### src/rtl/mem_stage.sv
// RV32I memory stage: issues data-memory requests, builds store masks, stalls
// on outstanding accesses and registers MEM/WB. Option: MISALIGN_CHECK_EN.
package mem_stage_pkg;
    typedef enum logic [3:0] {
        alu_out  = 4'd0,
        br_en    = 4'd1,
        u_imm    = 4'd2,
        lw       = 4'd3,
        pc_plus4 = 4'd4,
        lb       = 4'd5,
        lbu      = 4'd6,
        lh       = 4'd7,
        lhu      = 4'd8
    } regfilemux_sel_t;
endpackage

module mem_stage
    import mem_stage_pkg::*;
(
    input  logic            clk,
    input  logic            rst,
    input  logic            ex_mem_valid,
    input  logic [4:0]      ex_mem_rd,
    input  regfilemux_sel_t ex_mem_regfile_sel,
    input  logic            ex_mem_mem_read,
    input  logic            ex_mem_mem_write,
    input  logic [2:0]      ex_mem_store_funct3,
    input  logic [31:0]     ex_mem_alu_out,
    input  logic [31:0]     ex_mem_rs2_out,
    output logic            dmem_read,
    output logic            dmem_write,
    output logic [31:0]     dmem_address,
    output logic [31:0]     dmem_wdata,
    output logic [3:0]      dmem_mbe,
    input  logic [31:0]     dmem_rdata,
    input  logic            dmem_resp,
    output logic            stall_mem,
    output logic            mem_wb_valid,
    output logic [4:0]      mem_wb_rd,
    output regfilemux_sel_t mem_wb_regfile_sel,
    output logic [31:0]     mem_wb_alu_out,
    output logic [31:0]     mem_wb_mem_out,
`ifdef MISALIGN_CHECK_EN
    output logic            misaligned_flag,
`endif
    output logic            flush_mem_wb
);

    typedef enum logic {
        IDLE   = 1'b0,
        ACCESS = 1'b1
    } state_t;

    state_t state, state_next;

    localparam logic [2:0] FUNCT3_SB = 3'b000;
    localparam logic [2:0] FUNCT3_SH = 3'b001;

    function automatic logic [3:0] store_mbe(input logic [2:0] funct3,
                                             input logic [1:0] addr);
        case (funct3)
            FUNCT3_SB: return 4'b0001 << addr;
            FUNCT3_SH: return 4'b0011 << {addr[1], 1'b0};
            default:   return 4'b1111;
        endcase
    endfunction

    function automatic logic [31:0] store_wdata(input logic [2:0]  funct3,
                                                input logic [31:0] rs2);
        case (funct3)
            FUNCT3_SB: return {4{rs2[7:0]}};
            FUNCT3_SH: return {2{rs2[15:0]}};
            default:   return rs2;
        endcase
    endfunction

`ifdef MISALIGN_CHECK_EN
    // Word ops need addr[1:0]==0, halfword ops need addr[0]==0; bytes never trap.
    function automatic logic is_misaligned(input logic            rd_op,
                                           input logic            wr_op,
                                           input regfilemux_sel_t sel,
                                           input logic [2:0]      funct3,
                                           input logic [1:0]      addr);
        logic bad;
        bad = 1'b0;
        if (rd_op) begin
            case (sel)
                lw:      bad = (addr != 2'b00);
                lh, lhu: bad = addr[0];
                default: bad = 1'b0;
            endcase
        end else if (wr_op) begin
            case (funct3)
                FUNCT3_SH: bad = addr[0];
                FUNCT3_SB: bad = 1'b0;
                default:   bad = (addr != 2'b00);
            endcase
        end
        return bad;
    endfunction
`endif

    logic raw_op;
    logic misaligned;
    logic mem_op;

    assign raw_op = ex_mem_valid & (ex_mem_mem_read | ex_mem_mem_write);

`ifdef MISALIGN_CHECK_EN
    assign misaligned = raw_op & is_misaligned(ex_mem_mem_read, ex_mem_mem_write,
                                               ex_mem_regfile_sel, ex_mem_store_funct3,
                                               ex_mem_alu_out[1:0]);
`else
    assign misaligned = 1'b0;
`endif

    assign mem_op = raw_op & ~misaligned;

    // ---- Stage boundary: EX/MEM fields -> data-memory request ----
    assign dmem_read    = ex_mem_mem_read  & mem_op;
    assign dmem_write   = ex_mem_mem_write & mem_op;
    assign dmem_address = {ex_mem_alu_out[31:2], 2'b00};
    assign dmem_wdata   = store_wdata(ex_mem_store_funct3, ex_mem_rs2_out);
    assign dmem_mbe     = ex_mem_mem_write ? store_mbe(ex_mem_store_funct3, ex_mem_alu_out[1:0])
                                           : 4'b1111;
    assign stall_mem    = mem_op & ~dmem_resp;

    always_comb begin
        state_next = state;
        case (state)
            IDLE: begin
                if (mem_op && !dmem_resp) begin
                    state_next = ACCESS;
                end
            end
            ACCESS: begin
                // A response without a live op is stray and must not end the access.
                if (mem_op && dmem_resp) begin
                    state_next = IDLE;
                end
            end
            default: state_next = IDLE;
        endcase
    end

    always_ff @(posedge clk) begin
        if (rst) begin
            state <= IDLE;
        end else begin
            state <= state_next;
        end
    end

    // ---- Stage boundary: MEM/WB register ----
    always_ff @(posedge clk) begin
        if (rst) begin
            mem_wb_valid       <= 1'b0;
            mem_wb_rd          <= 5'd0;
            mem_wb_regfile_sel <= alu_out;
            mem_wb_alu_out     <= 32'd0;
            mem_wb_mem_out     <= 32'd0;
        end else if (stall_mem) begin
            mem_wb_valid <= 1'b0;
        end else begin
            mem_wb_valid       <= ex_mem_valid & ~misaligned;
            mem_wb_rd          <= ex_mem_rd;
            mem_wb_regfile_sel <= ex_mem_regfile_sel;
            mem_wb_alu_out     <= ex_mem_alu_out;
            mem_wb_mem_out     <= (dmem_read && dmem_resp) ? dmem_rdata : 32'd0;
        end
    end

`ifdef MISALIGN_CHECK_EN
    always_ff @(posedge clk) begin
        if (rst) begin
            misaligned_flag <= 1'b0;
        end else if (misaligned) begin
            misaligned_flag <= 1'b1;
        end
    end
`endif

    assign flush_mem_wb = ~mem_wb_valid;

endmodule

### config.mk
export PLATFORM = sky130hd
export DESIGN_NAME = mem_stage
export DESIGN_NICKNAME = d
export VERILOG_FILES = /design/src/rtl/mem_stage.sv
export SDC_FILE = /design/constraint.sdc
export NUM_CORES = 1
export LEC_CHECK = 0
export CAP_MARGIN = 30
export CELL_PAD_IN_SITES_DETAIL_PLACEMENT = 1
export CELL_PAD_IN_SITES_GLOBAL_PLACEMENT = 1
export CORE_ASPECT_RATIO = 0.8
export CORE_MARGIN = 4
export CORE_UTILIZATION = 30
export CTS_CLUSTER_SIZE = 14
export DETAILED_ROUTE_END_ITERATION = 12
export DONT_BUFFER_PORTS = 1
export PLACE_DENSITY = 0.54
export SYNTH_ARGS = -nofsm -noshare
export SYNTH_HDL_FRONTEND = slang
export SYNTH_SLANG_ARGS = --single-unit
export TNS_END_PERCENT = 5
### constraint.sdc
create_clock -name clk -period 1.2 [get_ports clk]
set_input_delay 0.18 -clock clk [delete_from_list [all_inputs] [get_ports clk]]
set_output_delay 0.18 -clock clk [all_outputs]
set_load 0.05 [all_outputs]
==> impl_metrics.yaml <==
floorplan:
  io_pins: 260
  die_w_um: 131
  initial_core_util_pct: 31.05
  fp.coreArea_sq_um: 11690
  std_cell_rows: 35
  dieHeight_um: 106.4
  die-area_sq_um: 13940
sta:
  fmax_mhz: 854.0
  final.setup_skew_ns: 0
  min_period_over_period_pct: 97.58
  finalHoldViolations: 0
  rsz0062_at_grt: "no"
  fin_crit_ns: 1.171
  worst_pin_slew_ns: 0.5589
  drv_slew: 0
  slew-limit-headroom_pct: 62.70
  tns_ns: 0
  setup_viol: 0
yosys:
  synth_area_leaders: "dfxtp_1 (41%), nand2b_1 (14%), mux2i_1 (14%)"
  synth_top_area_share_pct: 40.80
  synth_seq_cells: 74
  synth_compound_area_share_pct: 9.649
  synthTopCellsByCount: "nand2b_1 (83), dfxtp_1 (74), mux2i_1 (49)"
  synth_most_common_cell: "nand2b_1"
  netlist_instances: 352
  avgSynthCellArea_sq_um: 10.32
  synth_edf_count: 0
  synth-seq-area-share_pct: 40.80
  synthMuxAreaShare_pct: 18.47
  async_flop_share_pct: 0
  synthSimpleGateAreaFrac_pct: 17.75
  ys_warn_count: 0
  synth-xor-area-share_pct: 0
  synth_top_area_cell: "dfxtp_1"
  ys.flop_type: "dfxtp_1"
  synth_area_sq_um: 3631
  yosysUniqueCellTypes: 22
  synthAdderAreaFrac_pct: 0
  synth_top_family_by_area: "multiplexers"
setup_path:
  cp.arrival_ns: 0.99
  critPathKind: "primary input to output pin"
  critPathLaunchType: "primary input"
  critical_path.top_delay_family: "multiplexers"
  worstPathCellList: "nor3_4 -> buf_12 -> mux2_2"
  end_kind: "output pin"
  slowest_delay_ns: 0.46
  crit_required_ns: 1.02
  worstPathMaxFanout: 8
  critPathSlowestCell: "mux2_2"
  crit_buf_inv: 1
routing:
  ant_nets: 0
  drt-total-wl_um: 10770
  drt-met1-wl_um: 4171
  first_pass_iters: 4
  avgRoutedWirePerCell_um: 17.62
  met2_length_um: 5608
  wl_met3_um: 912
  drc: 0
  dr.max_layer_used: "met4"
  via_count: 2889
  drt_iter0_drc: 112
  route.detailed.vias_per_inst: 4.728
clock_network:
  clock-sinks: 74
  cts_setup_buffers: 0
  path_clk_slew_ns: 0.06
  cts_tree: "yes"
  cts_buffer_depth: 2
  clk_latency_ns: 0.33
  h-tree-depth: 3
  cts-buffers-inserted: 9
  root_buffer: "clkbuf_16"
cells_and_area:
  drive_above_1_share_pct: 31.97
  nets: 572
  area_delta_synth_final_pct: 45.49
  antenna_cells: 0
global_route:
  grt_overflow_total: 0
  grt_max_degree: 84
  antenna_found_initial: 0
  grt_pass1_wl_um: 16360
  first_global_vias: 3199
  grt_usage_pct: 14.92
place:
  numPortBuffers: 0
  place_congestion: 0.6840
  dp_hpwl_um: 7547
pwr:
  power_leakage_nw: 2.177
  vdd_ir_drop_max_mv: 0.5889
  p_per_area_nw_per_um2: 1348
  finalPower_mw: 7.120
run:
  cap_viol_max_count: 0
hold_path:
  min_path_type: "primary input to flip-flop"
outcome:
  status: "completed"
cells in the final DEF, fill, tap and decap left out:
| cell | n |
|---|---|
| a21oi_4 | 8 |
| and2_2 | 1 |
| nor3b_4 | 1 |
| nor2_4 | 1 |
| buf_8 | 1 |
| clkinvlp_4 | 2 |
| dlygate4sd3_1 | 57 |
| nand2_1 | 1 |
| buf_12 | 15 |
| a22o_1 | 32 |
| conb_1 | 2 |
| and2_1 | 1 |
| nor2_2 | 2 |
| nor3_4 | 2 |
| inv_1 | 2 |
| nor2b_4 | 1 |
| bufinv_16 | 1 |
| mux2_2 | 16 |
| buf_4 | 84 |
| inv_8 | 2 |
| inv_6 | 2 |
| dfxtp_1 | 74 |
| clkbuf_16 | 9 |
| nand2b_1 | 83 |
| mux2i_1 | 49 |
| nor2_1 | 10 |
| o211ai_1 | 4 |
routing by layer:
metal	vias to the layer above	track usage [%]
met5	-	0
met4	0	3.965
met3	6	5.876
met2	145	26.74
met1	1369	16.17
li1	1369	-
registers in the layout, summed over array words and instances (netlist names):
name	cells
mem_wb_alu_out	32
mem_wb_mem_out	32
mem_wb_rd	5
mem_wb_regfile_sel	4
mem_wb_valid	1
cells by family (layout without fill, tap and decap cells):
family | Yosys count | count (layout)
other | 1 | 2
muxes | 65 | 65
and+or+nand+nor | 103 | 103
DFF | 74 | 74
buffers and inverters | 65 | 175
AOI/OAI and AO/OA | 44 | 44
final timing paths:
path / from / end / slack (ns) / cells past startpoint
worst max-delay path: ex_mem_store_funct3[1] / dmem_wdata[11] / 0.03 / 3
worst min-delay path: ex_mem_alu_out[12] / mem_wb_alu_out[12]$_SDFFE_PP0N_ / 0.01 / 2
worst max register to register: mem_wb_mem_out[6]$_SDFFE_PP0N_ / mem_wb_mem_out[6]$_SDFFE_PP0N_ / 0.55 / 1
worst min register to register: mem_wb_alu_out[25]$_SDFFE_PP0N_ / mem_wb_alu_out[25]$_SDFFE_PP0N_ / 0.48 / 2
through the flow:
stage / util [%] / hold WS (ns) / cell area (sq um) / instances / worst slack [ns]
after floorplan: - / 0.3127 / 3755 / 353 / -0.1111
after global placement: 37.52 / 0.3130 / 4387 / 537 / -0.4521
after detailed placement: 37.65 / 0.3172 / 4402 / 538 / -0.1057
after CTS: 45.09 / 0.00002712 / 5273 / 610 / 0.02232
after global routing: 45.18 / 0.006844 / 5283 / 611 / 0.002269
final: 45.18 / 0.01275 / 5283 / 611 / 0.02902
final cells by class:
type | instances | area (sq um)
clock buffer | 9 | 225.2
clock inverter | 7 | 85.08
fill | 1256 | 6410
inverter | 2 | 7.507
multi-input combinational | 214 | 1782
sequential | 74 | 1481
tap | 148 | 185.2
timing repair buffer | 157 | 1516
repair_timing:
action / 4_1_cts / 5_1_grt
hold endpoints to repair: 56 / 1
hold buffers: 56 / 1
resized for setup: 0 / 0
where the power goes:
group / internal [mW] / switching, mW
Combinational: 0.654 / 1.02
Sequential: 2.57 / 0.0651
Clock: 1.65 / 1.15
No activity file was read; power rests on OpenSTA's default activity.
==> edit, RTL diff (same settings) <==
Add a define of `MISALIGN_CHECK_EN`.
--- a/src/rtl/mem_stage.sv
+++ b/src/rtl/mem_stage.sv
@@ -1,5 +1,7 @@
 // RV32I memory stage: issues data-memory requests, builds store masks, stalls
 // on outstanding accesses and registers MEM/WB. Option: MISALIGN_CHECK_EN.
+`define MISALIGN_CHECK_EN
+
 package mem_stage_pkg;
     typedef enum logic [3:0] {
         alu_out  = 4'd0,
Function (old outputs only; new: misaligned_flag): changed (a bounded check fails within 4 cycles, from zero or initial values and one cycle with rst high).
==> edit against the original RTL <==
  * The run now ends with setup timing left
  * Cell count rose by 7.4%
  * Area after synthesis fell by 1.9%
  * Register-to-register slack got worse by 0.09 ns
  * Via count rose by 13%
  * Wire length rose by 16%
  * Sequential cell count rose by 1
  * Synthesized cell count rose by 7.1%
  * Count of clock-buffer cells in the layout did not move
  * Hold slack got worse by 0.00086 ns
  * Worst setup slack got worse by 0.14 ns
  * Total power rose by 7.2%
  * Cell area rose by 6.9%
  * Critical path depth rose by 2
  * Largest cell class unchanged
==> edit: results (changes against the original RTL) <==
met2 WL 6.614 mm (was 5.608 mm); first-iteration detailed-routing DRC count 171 (was 112); initial antenna violation count 1 (was 0); global routing usage summed across all routing layers 0.1747 (was 0.1492); Antenna Diode Count 1 (was 0); clk cell area share 0.05739 (was 0.05874); nets@finish 616 (was 572); GR Layer Usage met3 0.05775 (was 0.05876); Non-Clock Buffer Area Fraction 0.3182 (was 0.2871); IR Drop Worst-Case VDD 0.5983 mV (was 0.5889 mV); worst setup slack after layout -0.1069 ns (was 0.02902 ns); Place WS -0.3024 ns (was -0.1057 ns); area used by sequential logic in the layout 1501 um^2 (was 1481 um^2); inverter count of the layout excluding clock inverters 5 (was 2); worst flop-to-flop path endpoint misaligned_flag (was mem_wb_mem_out[6]); Largest stage delay, worst path 0.27 ns (was 0.46 ns); met2 Track Usage GR 0.3135 (was 0.2674); slowest stage cell on the critical path sky130_fd_sc_hd__nor4bb_4 (was sky130_fd_sc_hd__mux2_2); ratio of routed vias to standard cells 4.956 (was 4.728); Routability Congestion 0.7118 (was 0.6840); setup total negative slack -0.6183 ns (was 0 ns); global-route wire length before repair 19.04 mm (was 16.36 mm); violated checks setup timing; setup slack of the most critical reg-to-reg path 0.46 ns (was 0.55 ns); origin of the critical flop-to-flop path misaligned_flag (was mem_wb_mem_out[6]); number of cells traversed by the worst register-to-register path 2 (was 1); final number of setup-violating endpoints 38 (was 0); hold_ws 0.01188 ns (was 0.01275 ns); pin count of the biggest net entering global routing 64 (was 84); result of the run complete, but fails checks (was finished clean); total routed wire length on the met1 layer 4.788 mm (was 4.171 mm); Sw Pwr 2.390 mW (was 2.237 mW); end point of the critical path stall_mem (was dmem_wdata[11]); crit-path max FO 5 (was 8); number of filler instances in the final layout 1276 (was 1256); area of the multi-input gates 1817 um^2 (was 1782 um^2); multi-input gate share of the layout cell area 0.3217 (was 0.3373); met1 track demand over resource 0.1975 (was 0.1617); fraction of final layout cells with drive strength greater than 1 0.3294 (was 0.3197); Placed Cells incl. Taps 567 (was 538); sequential cell count 75 (was 74); DPL Wire Length 8.112 mm (was 7.547 mm); routed length per placed instance 18.98 um (was 17.62 um); via count of the first global-routing pass 3496 (was 3199); placed cell area 4410 um^2 (was 4402 um^2); bufs w/o clock 180 (was 157); number of different library cells in the post-synthesis netlist 32 (was 22); family with the most delay on the worst path compound AO/OA/AOI/OAI gates (was multiplexers); number of multi-input combinational cells 231 (was 214)
==> edit: cell count changes in the layout (fill, tap and decap cells not counted), sizes merged, moves of 10 or more <==
cell	change
nand2b	-82
a22o	-32
a32o	+32
buf	+12
nand2	+84
dlygate4sd3	+10
==> edit: cell families after synthesis <==
kind of cell,count (synthesis),synth area share
other,1,0.001052
DFF,75,0.4213
AOI/OAI and AO/OA,52,0.1268
buffers and inverters,72,0.1310
muxes,65,0.1882
and+or+nand+nor,112,0.1317
==> edit: power groups by stage <==
stage	combinational, mW	sequential (mW)	clock (mW)
after floorplan	1.14	3.18	0
after global placement	1.68	2.74	0
after detailed placement	1.71	2.74	0
after CTS	1.97	2.69	3.04
after global routing	2.10	2.71	3.14
final	2.00	2.69	2.94
==> edit: repair_timing <==
item,in CTS,in global routing
gates cloned,1,1
buffers inserted,3,0
pin swaps,4,6
endpoints found under the setup margin,30,87
resized for setup,23,16
endpoints found under the hold margin,67,0
hold buffers,67,0
